$ cat config.mk
export PLATFORM = sky130hd
export DESIGN_NAME = iir_biquad_cascade_tdm_flat
export DESIGN_NICKNAME = d
export VERILOG_FILES = /design/src/rtl/iir_biquad_cascade_tdm_if.sv /design/src/rtl/iir_biquad_cascade_tdm.sv /design/src/flat_wrapper.sv
export SDC_FILE = /design/constraint.sdc
export NUM_CORES = 2
export LEC_CHECK = 0
export ABC_AREA = 0
export CELL_PAD_IN_SITES_DETAIL_PLACEMENT = 0
export CELL_PAD_IN_SITES_GLOBAL_PLACEMENT = 1
export CORE_MARGIN = 3
export CORE_UTILIZATION = 39
export DETAILED_ROUTE_END_ITERATION = 6
export HOLD_SLACK_MARGIN = 0.1
export PLACE_DENSITY_LB_ADDON = 0.1
export SYNTH_ARGS = -nofsm -noshare
export SYNTH_HDL_FRONTEND = slang
export SYNTH_SLANG_ARGS = --single-unit
$ cat constraint.sdc
create_clock -name clk_i -period 13.32 [get_ports clk_i]
set_input_delay 1.332 -clock clk_i [delete_from_list [all_inputs] [get_ports clk_i]]
set_output_delay 1.332 -clock clk_i [all_outputs]
set_load 0.01 [all_outputs]
$ cat src/rtl/iir_biquad_cascade_tdm_if.sv
// Streaming sample interface for the biquad cascade: sample input (s_*) and filtered output (m_*).
// The filter uses the slave view; the sample source/sink uses the master view.
interface iir_biquad_cascade_tdm_if #(
  parameter int DATA_W = 12
);
  logic                     s_valid;
  logic                     s_ready;
  logic signed [DATA_W-1:0] s_data;
  logic                     m_valid;
  logic                     m_ready;
  logic signed [DATA_W-1:0] m_data;

  modport slave (
    input  s_valid, s_data, m_ready,
    output s_ready, m_valid, m_data
  );

  modport master (
    output s_valid, s_data, m_ready,
    input  s_ready, m_valid, m_data
  );
endinterface

$ cat src/rtl/iir_biquad_cascade_tdm.sv
// Cascade of Direct-Form-I biquads sharing one multiplier; five MAC cycles plus one writeback per stage.
// Runtime stage count (0 = bypass), rounding + saturation per stage, sticky saturation flag.
//
// state  | meaning
// IDLE   | ready for a sample; clear_state zeroes all delay lines instead of accepting
// MAC    | five taps b0,b1,b2,a1,a2 of the current stage, one product per cycle
// WB     | round/saturate, shift delay line of the current stage, advance or finish
// OUT    | hold m_data with m_valid until the sink takes it
module iir_biquad_cascade_tdm #(
  parameter int STAGE_CNT  = 8,
  parameter int DATA_W     = 12,
  parameter int COEFF_W    = 16,
  parameter int COEFF_FRAC = 14,
  parameter int ACC_W      = DATA_W + COEFF_W + 3
) (
  input  logic                              clk_i,
  input  logic                              rst_n_i,
  input  logic [STAGE_CNT-1:0][COEFF_W-1:0] coeff_b0_i,
  input  logic [STAGE_CNT-1:0][COEFF_W-1:0] coeff_b1_i,
  input  logic [STAGE_CNT-1:0][COEFF_W-1:0] coeff_b2_i,
  input  logic [STAGE_CNT-1:0][COEFF_W-1:0] coeff_a1_i,
  input  logic [STAGE_CNT-1:0][COEFF_W-1:0] coeff_a2_i,
  input  logic [$clog2(STAGE_CNT+1)-1:0]    num_stages_i,
  input  logic                              clear_state_i,
  input  logic                              sat_clr_i,
  output logic                              sat_flag_o,
  iir_biquad_cascade_tdm_if.slave           stream
);

  localparam int NW = $clog2(STAGE_CNT + 1);
  localparam int SW = (STAGE_CNT > 1) ? $clog2(STAGE_CNT) : 1;
  localparam int PW = DATA_W + COEFF_W;

  localparam logic [1:0] S_IDLE = 2'd0;
  localparam logic [1:0] S_MAC  = 2'd1;
  localparam logic [1:0] S_WB   = 2'd2;
  localparam logic [1:0] S_OUT  = 2'd3;

  localparam logic [2:0] TAP_LAST = 3'd4;

  localparam logic signed [ACC_W-1:0] RND   = ACC_W'(2 ** (COEFF_FRAC - 1));
  localparam logic signed [ACC_W-1:0] Y_MAX = ACC_W'(2 ** (DATA_W - 1) - 1);
  localparam logic signed [ACC_W-1:0] Y_MIN = ~Y_MAX;

  typedef logic signed [DATA_W-1:0] smp_t;

  logic [1:0]              state_q, state_d;
  logic [2:0]              tap_q, tap_d;
  logic [SW-1:0]           st_q, st_d;
  logic [NW-1:0]           n_q, n_d;
  smp_t                    xin_q, xin_d;
  logic signed [ACC_W-1:0] acc_q, acc_d;
  smp_t                    m_data_q, m_data_d;
  logic                    sat_q, sat_d;

  smp_t x1_q [STAGE_CNT];
  smp_t x2_q [STAGE_CNT];
  smp_t y1_q [STAGE_CNT];
  smp_t y2_q [STAGE_CNT];
  smp_t x1_d [STAGE_CNT];
  smp_t x2_d [STAGE_CNT];
  smp_t y1_d [STAGE_CNT];
  smp_t y2_d [STAGE_CNT];

  logic [2:0]                tap_sel;
  smp_t                      mul_a;
  logic signed [COEFF_W-1:0] mul_b;
  logic signed [PW-1:0]      prod;
  logic signed [ACC_W-1:0]   prod_ext;
  logic signed [ACC_W-1:0]   acc_base;
  logic signed [ACC_W-1:0]   acc_rnd;
  logic signed [ACC_W-1:0]   acc_sh;
  smp_t                      y_sat;
  logic                      y_clip;
  logic                      wb_clip;
  logic [NW-1:0]             n_clamp;
  logic                      accept;
  logic                      last_stage;

  assign stream.s_ready = rst_n_i & (state_q == S_IDLE) & ~clear_state_i;
  assign stream.m_valid = (state_q == S_OUT);
  assign stream.m_data  = m_data_q;
  assign sat_flag_o     = sat_q;

  assign accept     = stream.s_valid & stream.s_ready;
  assign n_clamp    = (num_stages_i > NW'(STAGE_CNT)) ? NW'(STAGE_CNT) : num_stages_i;
  assign last_stage = ((NW'(st_q) + NW'(1)) == n_q);

  // Shared multiplier: tap_q counts down 4..0, so tap_sel walks b0,b1,b2,a1,a2.
  always_comb begin
    tap_sel = TAP_LAST - tap_q;
    mul_a   = xin_q;
    mul_b   = coeff_b0_i[st_q];
    case (tap_sel)
      3'd1: begin
        mul_a = x1_q[st_q];
        mul_b = coeff_b1_i[st_q];
      end
      3'd2: begin
        mul_a = x2_q[st_q];
        mul_b = coeff_b2_i[st_q];
      end
      3'd3: begin
        mul_a = y1_q[st_q];
        mul_b = coeff_a1_i[st_q];
      end
      3'd4: begin
        mul_a = y2_q[st_q];
        mul_b = coeff_a2_i[st_q];
      end
      default: ;
    endcase
    prod     = PW'(mul_a) * PW'(mul_b);
    prod_ext = ACC_W'(prod);
    acc_base = (tap_q == TAP_LAST) ? '0 : acc_q;
  end

  always_comb begin
    acc_rnd = acc_q + RND;
    acc_sh  = acc_rnd >>> COEFF_FRAC;
    y_clip  = (acc_sh > Y_MAX) || (acc_sh < Y_MIN);
    if (acc_sh > Y_MAX)      y_sat = Y_MAX[DATA_W-1:0];
    else if (acc_sh < Y_MIN) y_sat = Y_MIN[DATA_W-1:0];
    else                     y_sat = acc_sh[DATA_W-1:0];
  end

  always_comb begin
    state_d  = state_q;
    tap_d    = tap_q;
    st_d     = st_q;
    n_d      = n_q;
    xin_d    = xin_q;
    acc_d    = acc_q;
    m_data_d = m_data_q;
    x1_d     = x1_q;
    x2_d     = x2_q;
    y1_d     = y1_q;
    y2_d     = y2_q;
    wb_clip  = 1'b0;

    case (state_q)
      S_IDLE: begin
        if (clear_state_i) begin
          for (int i = 0; i < STAGE_CNT; i++) begin
            x1_d[i] = '0;
            x2_d[i] = '0;
            y1_d[i] = '0;
            y2_d[i] = '0;
          end
        end else if (accept) begin
          xin_d = stream.s_data;
          n_d   = n_clamp;
          st_d  = '0;
          tap_d = TAP_LAST;
          if (n_clamp == '0) begin
            m_data_d = stream.s_data;
            state_d  = S_OUT;
          end else begin
            state_d = S_MAC;
          end
        end
      end

      S_MAC: begin
        // Feedback taps carry the minus sign of the difference equation.
        acc_d = (tap_sel >= 3'd3) ? (acc_base - prod_ext) : (acc_base + prod_ext);
        if (tap_q == '0) state_d = S_WB;
        else             tap_d   = tap_q - 3'd1;
      end

      S_WB: begin
        x2_d[st_q] = x1_q[st_q];
        x1_d[st_q] = xin_q;
        y2_d[st_q] = y1_q[st_q];
        y1_d[st_q] = y_sat;
        xin_d      = y_sat;
        wb_clip    = y_clip;
        if (last_stage) begin
          m_data_d = y_sat;
          state_d  = S_OUT;
        end else begin
          st_d    = st_q + SW'(1);
          tap_d   = TAP_LAST;
          state_d = S_MAC;
        end
      end

      S_OUT: begin
        if (stream.m_ready) state_d = S_IDLE;
      end

      default: state_d = S_IDLE;
    endcase

    sat_d = sat_clr_i ? 1'b0 : (sat_q | wb_clip);
  end

  always_ff @(posedge clk_i) begin
    if (!rst_n_i) begin
      state_q  <= S_IDLE;
      tap_q    <= '0;
      st_q     <= '0;
      n_q      <= '0;
      xin_q    <= '0;
      acc_q    <= '0;
      m_data_q <= '0;
      sat_q    <= 1'b0;
      for (int i = 0; i < STAGE_CNT; i++) begin
        x1_q[i] <= '0;
        x2_q[i] <= '0;
        y1_q[i] <= '0;
        y2_q[i] <= '0;
      end
    end else begin
      state_q  <= state_d;
      tap_q    <= tap_d;
      st_q     <= st_d;
      n_q      <= n_d;
      xin_q    <= xin_d;
      acc_q    <= acc_d;
      m_data_q <= m_data_d;
      sat_q    <= sat_d;
      x1_q     <= x1_d;
      x2_q     <= x2_d;
      y1_q     <= y1_d;
      y2_q     <= y2_d;
    end
  end

endmodule

$ cat src/flat_wrapper.sv
// flat-port wrapper written by rule: the top's interface ports become plain ports
module iir_biquad_cascade_tdm_flat 
#(
  parameter int STAGE_CNT  = 8,
  parameter int DATA_W     = 12,
  parameter int COEFF_W    = 16,
  parameter int COEFF_FRAC = 14,
  parameter int ACC_W      = DATA_W + COEFF_W + 3
)
  (clk_i, rst_n_i, coeff_b0_i, coeff_b1_i, coeff_b2_i, coeff_a1_i, coeff_a2_i, num_stages_i, clear_state_i, sat_clr_i, sat_flag_o, stream_s_valid, stream_s_data, stream_m_ready, stream_s_ready, stream_m_valid, stream_m_data);
  iir_biquad_cascade_tdm_if #(.DATA_W(DATA_W)) stream_i ();
  input  logic clk_i;
  input  logic rst_n_i;
  input  logic [STAGE_CNT-1:0][COEFF_W-1:0] coeff_b0_i;
  input  logic [STAGE_CNT-1:0][COEFF_W-1:0] coeff_b1_i;
  input  logic [STAGE_CNT-1:0][COEFF_W-1:0] coeff_b2_i;
  input  logic [STAGE_CNT-1:0][COEFF_W-1:0] coeff_a1_i;
  input  logic [STAGE_CNT-1:0][COEFF_W-1:0] coeff_a2_i;
  input  logic [$clog2(STAGE_CNT+1)-1:0] num_stages_i;
  input  logic clear_state_i;
  input  logic sat_clr_i;
  output logic sat_flag_o;
  input wire logic [$bits(stream_i.s_valid)-1:0] stream_s_valid;
  input wire logic [$bits(stream_i.s_data)-1:0] stream_s_data;
  input wire logic [$bits(stream_i.m_ready)-1:0] stream_m_ready;
  output wire logic [$bits(stream_i.s_ready)-1:0] stream_s_ready;
  output wire logic [$bits(stream_i.m_valid)-1:0] stream_m_valid;
  output wire logic [$bits(stream_i.m_data)-1:0] stream_m_data;
  assign stream_i.s_valid = stream_s_valid;
  assign stream_i.s_data = stream_s_data;
  assign stream_i.m_ready = stream_m_ready;
  assign stream_s_ready = stream_i.s_ready;
  assign stream_m_valid = stream_i.m_valid;
  assign stream_m_data = stream_i.m_data;
  iir_biquad_cascade_tdm #(.STAGE_CNT(STAGE_CNT), .DATA_W(DATA_W), .COEFF_W(COEFF_W), .COEFF_FRAC(COEFF_FRAC), .ACC_W(ACC_W)) u_core (.clk_i(clk_i), .rst_n_i(rst_n_i), .coeff_b0_i(coeff_b0_i), .coeff_b1_i(coeff_b1_i), .coeff_b2_i(coeff_b2_i), .coeff_a1_i(coeff_a1_i), .coeff_a2_i(coeff_a2_i), .num_stages_i(num_stages_i), .clear_state_i(clear_state_i), .sat_clr_i(sat_clr_i), .sat_flag_o(sat_flag_o), .stream(stream_i));
endmodule
Yosys cells after proc, flatten, opt, wreduce, memory -nomap -nowiden
Cells that the tools add are included.
{"block": "classes", "n_addsub": 7, "n_mul": 1, "n_div": 0, "order_cmp": 7, "n_eq_ne": 18, "shift": 0, "muxes": 65, "bitwise": 7, "reduce_logical": 15}
{"operator": "case mux 96 bit (2 select lines)", "count": 4}
{"operator": "bitwise mux 96 bit", "count": 4}
{"operator": "binary-select mux 16 bit (select 3 bit)", "count": 5}
{"operator": "2-to-1 mux 12 bit", "count": 17}
{"operator": "binary-select mux 12 bit (select 3 bit)", "count": 4}
{"operator": "2-to-1 mux 96 bit", "count": 1}
{"operator": "2-to-1 mux 16 bit", "count": 5}
{"operator": "case mux 16 bit (4 select lines)", "count": 1}
{"operator": "2-to-1 mux 31 bit", "count": 2}
{"operator": "case mux 12 bit (2 select lines)", "count": 2}
{"operator": "case mux 12 bit (4 select lines)", "count": 1}
{"operator": "demux 12 bit (select 3 bit)", "count": 1}
{"operator": "adder 31 x 15 -> 31 bit, second input constant", "count": 1}
{"operator": "adder 31 x 28 -> 31 bit", "count": 1}
{"operator": "subtractor 31 x 28 -> 31 bit", "count": 1}
{"operator": "multiplier 12 x 16 -> 28 bit", "count": 1}
{"operator": "2-to-1 mux 3 bit", "count": 7}
{"operator": "greater-than comparator 17 x 12 -> 1 bit, second input constant", "count": 1}
{"operator": "< comparator 17 x 12 -> 1 bit, second input constant", "count": 1}
{"operator": "2-to-1 mux 2 bit", "count": 6}
{"operator": "!= test 2 bit, second input constant", "count": 6}
{"operator": "AND reduction 5 bit", "count": 2}
{"operator": "case mux 3 bit (3 select lines)", "count": 1}
{"operator": "case mux 2 bit (4 select lines)", "count": 1}
{"operator": "other kinds (34)", "count": 44}
{"block": "totals", "register_bits": 452, "latchBits": 0, "ramBits": 0, "mem_bits_ro": 0, "input_bits": 662, "out_inout_bits": 15, "elab_cells": 160, "memories": 0}

Depth between registers and ports, before layout
{"block": "logic_depth", "ltp_word": 8, "mapped_depth": 48, "mapped_depth_nobuf": 43}

Worst setup path after synthesis
OpenSTA, ideal clock, no wires.
{"block": "synth_timing", "path_kind": "reg-to-reg", "from": "register u_core.st_q[1]", "to": "register u_core.acc_q[30]", "setup_time_ns": 0.122, "arrival_time_ns": 10.282, "required_time_ns": 13.198, "setup_slack_ns": 2.916, "path_stages_with_launch": 43, "path_buffers": 8, "synth_period_minus_slack_ns": 10.404, "cell_sequence": "dfxtp_1 buf_4 buf_2 buf_2 buf_4 nand2_1 nor2_1 buf_2 buf_2 buf_1 a22oi_1 a31oi_1 a21oi_1 o211ai_1 clkbuf_1 nand2_1 fa_1 fa_1 (+7 left out) a21oi_1 o211ai_1 a21o_1 a31o_2 or2_2 a211oi_1 nor2_1 or4_1 o31ai_1 xnor2_1 ha_1 a21o_1 a21oi_1 nor3b_1 a31oi_1 or4b_4 and4_4 a311o_1"}
{"block": "synth_via", "elab_chain_cells": 8, "elab_cells_between_ends": 29, "cone_classes": "add/sub: 2; mul: 1; mux: 25; bitwise: 1"}
{"item": "from (decl)", "line_no": "iir_biquad_cascade_tdm.sv:49", "source": "logic [SW-1:0] st_q, st_d;"}
{"item": "from (signal assigned)", "line_no": "iir_biquad_cascade_tdm.sv:217", "source": "st_q <= st_d;"}
{"item": "NOT 3 -> 4 bit (implied by the code)"}
{"item": "binary-select mux 12 bit (select 3 bit) (on tied branches)"}
{"item": "2-to-1 mux 12 bit (on tied branches) (2 in a row)"}
{"item": "case mux 12 bit (4 select lines)", "line_no": "iir_biquad_cascade_tdm.sv:94", "source": "case (tap_sel)"}
{"item": "multiplier 12 x 16 -> 28 bit (*)", "line_no": "iir_biquad_cascade_tdm.sv:113", "source": "prod = PW'(mul_a) * PW'(mul_b);"}
{"item": "adder 31 x 28 -> 31 bit or subtractor 31 x 28 -> 31 bit (tied branches)", "line_no": "iir_biquad_cascade_tdm.sv:166", "source": "acc_d = (tap_sel >= 3'd3) ? (acc_base - prod_ext) : (acc_base + prod_ext);"}
{"item": "2-to-1 mux 31 bit (*)", "line_no": "iir_biquad_cascade_tdm.sv:166"}
{"item": "to (signal assigned)", "line_no": "iir_biquad_cascade_tdm.sv:205", "source": "acc_q <= '0;"}
{"item": "to (signal assigned)", "line_no": "iir_biquad_cascade_tdm.sv:220", "source": "acc_q <= acc_d;"}
{"item": "to (decl)", "line_no": "iir_biquad_cascade_tdm.sv:52", "source": "logic signed [ACC_W-1:0] acc_q, acc_d;"}
Every way passes the cells marked *; elsewhere a longest branch is shown, timed or not. The select of a mux whose other input is x is not followed.
A chain may end at the register's enable or synchronous reset.

Worst setup path after layout
{"block": "layout_timing", "from": "register u_core.st_q[0]", "to": "register u_core.acc_q[30]"}
The elaborated chain is that of the path after synthesis.

==> impl_metrics.json <==
{
  "grt_first_pass_wirelength_um": 237000,
  "ctsResizeCount": 0,
  "port-buffer-count": 676,
  "drc_errors": 0,
  "yosys.area.top_type_share_pct": 27.4,
  "critPathMaxStageDelay_ns": 0.96,
  "worstSetupPathType": "flop to flop",
  "fin_skew_ns": 0.0342,
  "syn_nets": 5145,
  "grt_max_degree": 207,
  "cts_num_sinks": 452,
  "numCtsBuffers": 49,
  "gp_congestion": 0.954,
  "ys_types": 87,
  "worst_pin_slew_ns": 1.23,
  "cp_data_arrival_time_ns": 12.75,
  "slew_viol_final": 0,
  "ys_seq_area_share_pct": 27.4,
  "ys_async_sr_fraction_pct": 0,
  "clockBufferDepth": 3,
  "holdPathStages": 2,
  "dp_cells": 5733,
  "power.density_nw_per_um2": 96.2,
  "first_global_vias": 34087,
  "clock_latency_ns": 0.62,
  "layout_setup_ws_ns": 1.05,
  "dp_slack_ns": 1.29,
  "grt_antenna_before_repair": 10,
  "cts_root_buf": "clkbuf_16",
  "h-tree-depth": 2,
  "required_ns": 13.80,
  "min_period_ns": 12.27,
  "cpMostUsedCell": "inv_1",
  "crit_fanout": 44,
  "synth_most_common_cell": "nor2_1",
  "syn_area_um2": 33000,
  "synth-main-ff-cell": "dfxtp_1",
  "finalSetupTns_ns": 0,
  "crit_path_start_kind": "flop",
  "fillCellCount": 8015,
  "end_kind": "flop",
  "wl_per_cell_um": 28.0,
  "min_path_type": "flop to flop",
  "status": "complete, no violations",
  "finalHoldViolCount": 0,
  "clk_pin_slew_worst_paths_ns": 0.06,
  "final_antenna_net_count": 0,
  "drive_gt1_share_pct": 5.98,
  "fmax_ghz": 0.0815,
  "grt_use_total_pct": 35.5,
  "total_power_w": 0.00408,
  "cts_tree": "done",
  "start_util_pct": 39.8,
  "ir_drop_mv": 0.119,
  "relSlewSlack_pct": 17.3,
  "drt_iter0_drc": 4170,
  "rr_startpoint": "u_core.st_q[0]$_SDFFE_PN0P_",
  "vias": 35393,
  "die_h_um": 297,
  "num_rows": 105,
  "hold_start": "u_core.acc_q[5]$_SDFFE_PN0P_",
  "synth_commonest_cells": "690 x nor2_1, 452 x dfxtp_1, 311 x nand2_1",
  "syn_to_final_growth_pct": 28.7,
  "drt-vias-per-instance": 6.07,
  "leakagePower_nw": 15.6,
  "r2r_cells": 38,
  "die_w_um": 297,
  "yosysWarnings": 0,
  "ios": 677,
  "synth_area_leaders": "dfxtp_1 27%, fa_1 11%, nor2_1 7.9%",
  "drt_first_pass_iters": 6,
  "grt-ovfl-total": 0,
  "ys_ff_latch": 452,
  "die_area_um2": 88100,
  "setup_violations": 0,
  "synth-edff-count": 0,
  "hold_buffers": 0,
  "rsz0062_at_grt": "false",
  "worstSetupStartpoint": "u_core.st_q[0]$_SDFFE_PN0P_",
  "drt-total-wl_um": 163000,
  "synth_top_area_cell": "dfxtp_1",
  "syn_avg_cell_area_um2": 7.84,
  "hpwl_um": 118000,
  "cap_violations": 0,
  "post_cts.repair.setup_buffers": 0,
  "post-route-period-util_pct": 92.1,
  "layout.cells.non_filler": 5827,
  "coreArea_um2": 82900,
  "finalNetCount": 5601,
  "syn-instance-count": 4205,
  "crit_slowest_cell": "a221oi_1"
}
per-stage QoR:
stage | cell area, um2 | hold slack [ns] | util, %
2_1_floorplan | 33000 | 0.427 | -
3_3_place_gp | 40700 | 0.434 | 49.1
3_5_place_dp | 40700 | 0.440 | 49.1
4_1_cts | 42400 | 0.446 | 51.2
5_1_grt | 42400 | 0.464 | 51.2
6_report | 42400 | 0.446 | 51.2
metal layers:
layer | part of all wire (%) | GRT usage [%] | routed length [um] | up-vias
li1 | - | - | - | 15981
met1 | 42 | 47.7 | 68000 | 17279
met2 | 45 | 55.6 | 72800 | 1879
met3 | 9.7 | 8.22 | 15900 | 254
met4 | 4.0 | 13.1 | 6580 | 0
met5 | 0 | 0 | 0 | -
critical path, delay by kind of cell (launching register included):
kind	cells	cell delay, ns
adders and majority gates	7	3.23
AOI/OAI and AO/OA	9	3.21
and+or+nand+nor	12	3.18
buffers and inverters	9	1.69
DFF	1	0.60
xor gates and xnor gates	1	0.13
cells by family (layout without fill, tap and decap cells):
logic type | Yosys count | after routing | synth area share (%)
compound gates | 1299 | 1299 | 27.6
xor+xnor | 77 | 77 | 2.11
simple gates | 1422 | 1422 | 18.9
flops | 452 | 452 | 27.4
mux | 61 | 61 | 2.08
buf+inv | 616 | 1108 | 7.20
fa+ha+maj | 278 | 278 | 14.7
other cells | 0 | 7 | 0
layout make-up:
| class | instances | area, um2 | area share (%) |
|---|---|---|---|
| antenna | 7 | 17.5 | 0.0413 |
| clock buffer | 67 | 1390 | 3.29 |
| clock inverter | 20 | 292 | 0.687 |
| inverter | 236 | 893 | 2.11 |
| multi-input combinational | 3137 | 21700 | 51.1 |
| sequential | 452 | 9060 | 21.4 |
| tap | 1123 | 1410 | 3.31 |
| timing repair buffer | 785 | 7670 | 18.1 |
path summary, 6_finish.rpt:
kind,to,slack (ns)
max,u_core.acc_q[30]$_SDFFE_PN0P_,1.05
min,u_core.acc_q[5]$_SDFFE_PN0P_,0.45
max reg2reg,u_core.acc_q[30]$_SDFFE_PN0P_,1.05
min reg2reg,u_core.acc_q[5]$_SDFFE_PN0P_,0.45
cell usage in the layout (no fill, tap or decap), types with 145 or more instances in the layout:
cell type and n:
fa_1 180, a31oi_1 248, nand3_1 145, clkdlybuf4s50_1 676, a21oi_1 232, a22oi_1 284
nor2_1 686, inv_1 235, nand2_1 300, dfxtp_1 449
where the power goes:
group / switching (W) / total (W) / internal (W) / leakage (nW)
combinational: 0.000693 / 0.00122 / 0.000528 / 11.1
clock: 0.000602 / 0.00145 / 0.000850 / 0.836
sequential: 0.0000378 / 0.00141 / 0.00137 / 3.65
total: 0.00133 / 0.00408 / 0.00275 / 15.6
registers in the layout (all words and copies together), names as in the netlist:
signal / cells
u_core.x1_q: 96
u_core.y1_q: 96
u_core.x2_q: 96
u_core.y2_q: 96
u_core.st_q: 3
u_core.tap_q: 3
u_core.stream.m_data: 12
u_core.xin_q: 12
u_core.n_q: 4
u_core.acc_q: 31
u_core.state_q: 2
u_core.sat_flag_o: 1
No activity file was read; power rests on OpenSTA's default activity.
